[config.mk]
export PLATFORM = sky130hd
export DESIGN_NAME = serial_subtractor
export DESIGN_NICKNAME = d
export VERILOG_FILES = /design/src/rtl/serial_subtractor.sv
export SDC_FILE = /design/constraint.sdc
export NUM_CORES = 1
export LEC_CHECK = 0
export BUFFER_PORTS_ARGS = -buffer_cell sky130_fd_sc_hd__buf_4
export CORE_MARGIN = 1.5
export CORE_UTILIZATION = 30
export CTS_CLUSTER_SIZE = 30
export DETAILED_ROUTE_END_ITERATION = 16
export GPL_TIMING_DRIVEN = 0
export SLEW_MARGIN = 20
export SYNTH_ARGS = -nofsm -noshare
export SYNTH_HDL_FRONTEND = slang
export SYNTH_SLANG_ARGS = --single-unit
[constraint.sdc]
create_clock -name clk -period 2.2 [get_ports clk]
set_clock_uncertainty 0.15 [all_clocks]
set_input_delay 0.22 -clock clk [delete_from_list [all_inputs] [get_ports clk]]
set_output_delay 0.22 -clock clk [all_outputs]
set_load 0.05 [all_outputs]
[src/rtl/serial_subtractor.sv]
// Bit-serial subtractor: computes a - b - b_in one bit per clock, LSB first,
// through a single full-subtractor stage and a borrow flop.
module serial_subtractor #(
    parameter int WIDTH = 4
) (
    input  logic             clk,
    input  logic             resetn,
    input  logic             start,
    input  logic [WIDTH-1:0] a,
    input  logic [WIDTH-1:0] b,
    input  logic             b_in,
    output logic             busy,
    output logic             done,
    output logic [WIDTH-1:0] diff,
    output logic             b_out,
    output logic             ovf
);

    localparam int CW = $clog2(WIDTH);

    typedef enum logic [1:0] {IDLE, RUN, DONE} state_t;

    state_t           state_q, state_d;
    logic [CW-1:0]    cnt_q, cnt_d;
    logic [WIDTH-1:0] a_q, a_d;
    logic [WIDTH-1:0] b_q, b_d;
    logic [WIDTH-1:0] sh_q, sh_d;
    logic [WIDTH-1:0] diff_q, diff_d;
    logic             br_q, br_d;
    logic             b_out_q, b_out_d;
    logic             ovf_q, ovf_d;

    logic             accept;
    logic             last_bit;
    logic             a_bit;
    logic             b_bit;
    logic             d_bit;
    logic             br_next;

    assign accept   = start && (state_q != RUN);
    assign last_bit = (cnt_q == CW'(WIDTH - 1));

    always_ff @(posedge clk) begin
        if (!resetn) begin
            state_q <= IDLE;
        end else begin
            state_q <= state_d;
        end
    end

    always_comb begin
        state_d = state_q;
        case (state_q)
            IDLE:    if (start) state_d = RUN;
            RUN:     if (last_bit) state_d = DONE;
            DONE:    state_d = start ? RUN : IDLE;
            default: state_d = IDLE;
        endcase
    end

    always_comb begin
        busy = (state_q == RUN);
        done = (state_q == DONE);
    end

    // One full-subtractor stage; the operands stay put and the counter selects the bit.
    always_comb begin
        a_bit   = a_q[cnt_q];
        b_bit   = b_q[cnt_q];
        d_bit   = a_bit ^ b_bit ^ br_q;
        br_next = (~a_bit & b_bit) | (~(a_bit ^ b_bit) & br_q);
    end

    // Results are committed only on the last bit so they hold through the next RUN.
    always_comb begin
        cnt_d   = cnt_q;
        a_d     = a_q;
        b_d     = b_q;
        sh_d    = sh_q;
        br_d    = br_q;
        diff_d  = diff_q;
        b_out_d = b_out_q;
        ovf_d   = ovf_q;
        if (accept) begin
            a_d   = a;
            b_d   = b;
            br_d  = b_in;
            cnt_d = '0;
        end else if (state_q == RUN) begin
            sh_d = {d_bit, sh_q[WIDTH-1:1]};
            br_d = br_next;
            if (last_bit) begin
                diff_d  = {d_bit, sh_q[WIDTH-1:1]};
                b_out_d = br_next;
                ovf_d   = (a_q[WIDTH-1] != b_q[WIDTH-1]) && (d_bit != a_q[WIDTH-1]);
            end else begin
                cnt_d = cnt_q + 1'b1;
            end
        end
    end

    always_ff @(posedge clk) begin
        if (!resetn) begin
            cnt_q   <= '0;
            a_q     <= '0;
            b_q     <= '0;
            sh_q    <= '0;
            br_q    <= 1'b0;
            diff_q  <= '0;
            b_out_q <= 1'b0;
            ovf_q   <= 1'b0;
        end else begin
            cnt_q   <= cnt_d;
            a_q     <= a_d;
            b_q     <= b_d;
            sh_q    <= sh_d;
            br_q    <= br_d;
            diff_q  <= diff_d;
            b_out_q <= b_out_d;
            ovf_q   <= ovf_d;
        end
    end

    assign diff  = diff_q;
    assign b_out = b_out_q;
    assign ovf   = ovf_q;

endmodule

==> impl_metrics.json <==
{
  "status": "finished clean",
  "ioPinCount": 20,
  "timing.fmax_mhz": 485,
  "clock-sinks": 22,
  "final_cell_mix": "21 x dfxtp_1, 20 x buf_4, 12 x a21oi_1, 10 x nand2_1, 10 x nand3_1",
  "worst_pin_slew_ns": 0.418,
  "synth_edf_count": 0,
  "critPathCaptureType": "flip-flop",
  "hp-start": "a[3]",
  "cts_buffers": 3,
  "diodes": 0,
  "io_buffers": 19,
  "start_util_pct": 31.2,
  "synth_seq_cells": 22,
  "hold_path_class": "input port to flip-flop",
  "maxCapViolCount": 0,
  "rows": 20,
  "cts_tree": "yes",
  "track_usage_pct": 12.5,
  "core-area_um2": 3000,
  "n_fill_cell": 328,
  "path_clk_slew_ns": 0.11,
  "yosysWarningCount": 0,
  "cts-htree-levels": 1,
  "chipHeight_um": 58.9,
  "synth_fp_nets": 116,
  "critPathRequiredTime_ns": 2.29,
  "fin_crit_sh_pct": 93.7,
  "syn_area_per_cell_um2": 9.19,
  "crit_fanout": 5,
  "hold_viol_final": 0,
  "antenna_left": 0,
  "post_drt_wl_per_cell_um": 12.1,
  "reg2reg_from": "cnt_q[0]",
  "cts_root_buf": "clkbuf_4",
  "synthCells": 102,
  "async_flop_share_pct": 0,
  "drive_gt1_share_pct": 26.4,
  "synth_top_area_share_pct": 47.0,
  "leakage_uw": 0.000455,
  "grt_pass1_vias": 765,
  "area.growth.synth_to_final_pct": 23.2,
  "finalPower_uw": 714,
  "place_congestion": 0.803,
  "final_common_cell": "dfxtp_1",
  "die_w_um": 58.9,
  "grt_max_degree": 12,
  "vdd_ir_drop_max_uv": 300,
  "overflow": 0,
  "dpl-instance-area_um2": 1120,
  "yosysSeqAreaShare_pct": 47.0,
  "dr_total_vias": 786,
  "setup_viol": 0,
  "powerDensity_nw_per_um2": 619,
  "die_area_um2": 3470,
  "antenna_found_initial": 0,
  "nNetsFinal": 141,
  "ys.flop_type": "dfxtp_1",
  "layout_min_cycle_time_ns": 2.06,
  "rrSetupSlack_ns": 0.14,
  "cts_buffer_depth": 2,
  "rsz0062_at_grt": "false",
  "slew_headroom_pct": 72.1,
  "critPathArrivalTime_ns": 2.15,
  "grt_pass1_wl_um": 3300,
  "slew_violations": 0,
  "stdcell_area_um2": 1150,
  "syn-cell-area_um2": 937,
  "insertion_delay_ns": 0.30,
  "routed_via_density": 4.97,
  "first_pass_iters": 4,
  "first_iter_violations": 35,
  "totalWireLength_um": 1920,
  "tns_ns": 0,
  "startpoint": "cnt_q[0]",
  "path_class": "flip-flop to flip-flop",
  "hpwl_um": 1450,
  "start_kind": "flip-flop",
  "synthTopCellsByArea": "dfxtp_1 47%, a21oi_1 6.4%, mux2i_1 5.3%",
  "yosysTopAreaCell": "dfxtp_1",
  "drc": 0,
  "synth_cell_type_count": 29
}
-- critical path, stage by stage, from the launching register on --
cell	delay, ns
dfxtp_2	0.41
mux4_2	0.53
fa_1	0.55
nor2_1	0.14
nand2_1	0.06
a31oi_1	0.16
-- sequential cells by signal, summed over array words and instances (netlist names) --
name / cells
a_q: 4
b_out: 1
b_q: 4
br_q: 1
cnt_q: 2
diff: 4
ovf: 1
sh_q: 3
state_q: 2
-- cell usage after synthesis, types with 2 or more instances --
library cell,n
dfxtp_1,22
a21oi_1,12
nand2_1,10
nand3_1,10
o21ai_1,8
nor2_1,7
mux2i_1,5
inv_1,3
a31oi_1,2
buf_2,2
inv_2,2
mux4_2,2
-- layout make-up --
| class | count | area (um2) | share of cell area, % |
|---|---|---|---|
| Buffer | 6 | 36.3 | 3.14 |
| Clock buffer | 3 | 22.5 | 1.95 |
| Inverter | 5 | 18.8 | 1.63 |
| Multi-Input combinational cell | 69 | 442 | 38.2 |
| Sequential cell | 22 | 442 | 38.2 |
| Tap cell | 33 | 41.3 | 3.58 |
| Timing Repair Buffer | 20 | 153 | 13.2 |
-- routing by layer --
metal,vias to the layer above,global-route usage [%],part of all wire [%]
li1,405,-,-
met4,0,3.90,1.3
met5,-,0,0
met2,15,19.5,45
met3,5,3.96,4.2
met1,361,16.6,49
-- cell families (layout without fill, tap and decap cells) --
| logic type | count (synthesis) | count (layout) | synth area share (%) |
|---|---|---|---|
| and+or+nand+nor | 33 | 33 | 17.0 |
| muxes | 7 | 7 | 10.1 |
| adders and majority gates | 2 | 2 | 3.47 |
| AOI/OAI and AO/OA | 27 | 27 | 16.6 |
| buffers and inverters | 11 | 34 | 5.87 |
| DFF | 22 | 22 | 47.0 |
-- path summary, 6_finish.rpt --
path,to,depth (start not counted)
max,ovf,5
min,a_q[3],3
max reg2reg,ovf,5
min reg2reg,sh_q[1],2
-- repair_timing --
action | CTS | global route
endpoints found under the hold margin | 2 | 0
endpoints found under the setup margin | 0 | 1
setup buffers | 0 | 0
hold buffers | 1 | 0
gates resized for setup | 0 | 1
-- power breakdown --
group | switching (uW) | total, uW | internal [uW]
clock network | 112 | 176 | 64.0
registers | 13.0 | 428 | 415
logic | 59.7 | 110 | 50.3
-- through the flow --
step,instances,hold slack (ns),util [%],setup WS [ns]
after global placement,154,0.294,37.3,0.0974
after CTS,158,0.0102,38.4,0.0230
after global routing,158,0.0104,38.5,0.0153
after floorplan,102,0.188,-,0.217
final,158,0.0157,38.5,0.139
after detailed placement,154,0.301,37.3,0.0646
No activity file was read; power rests on OpenSTA's default activity.
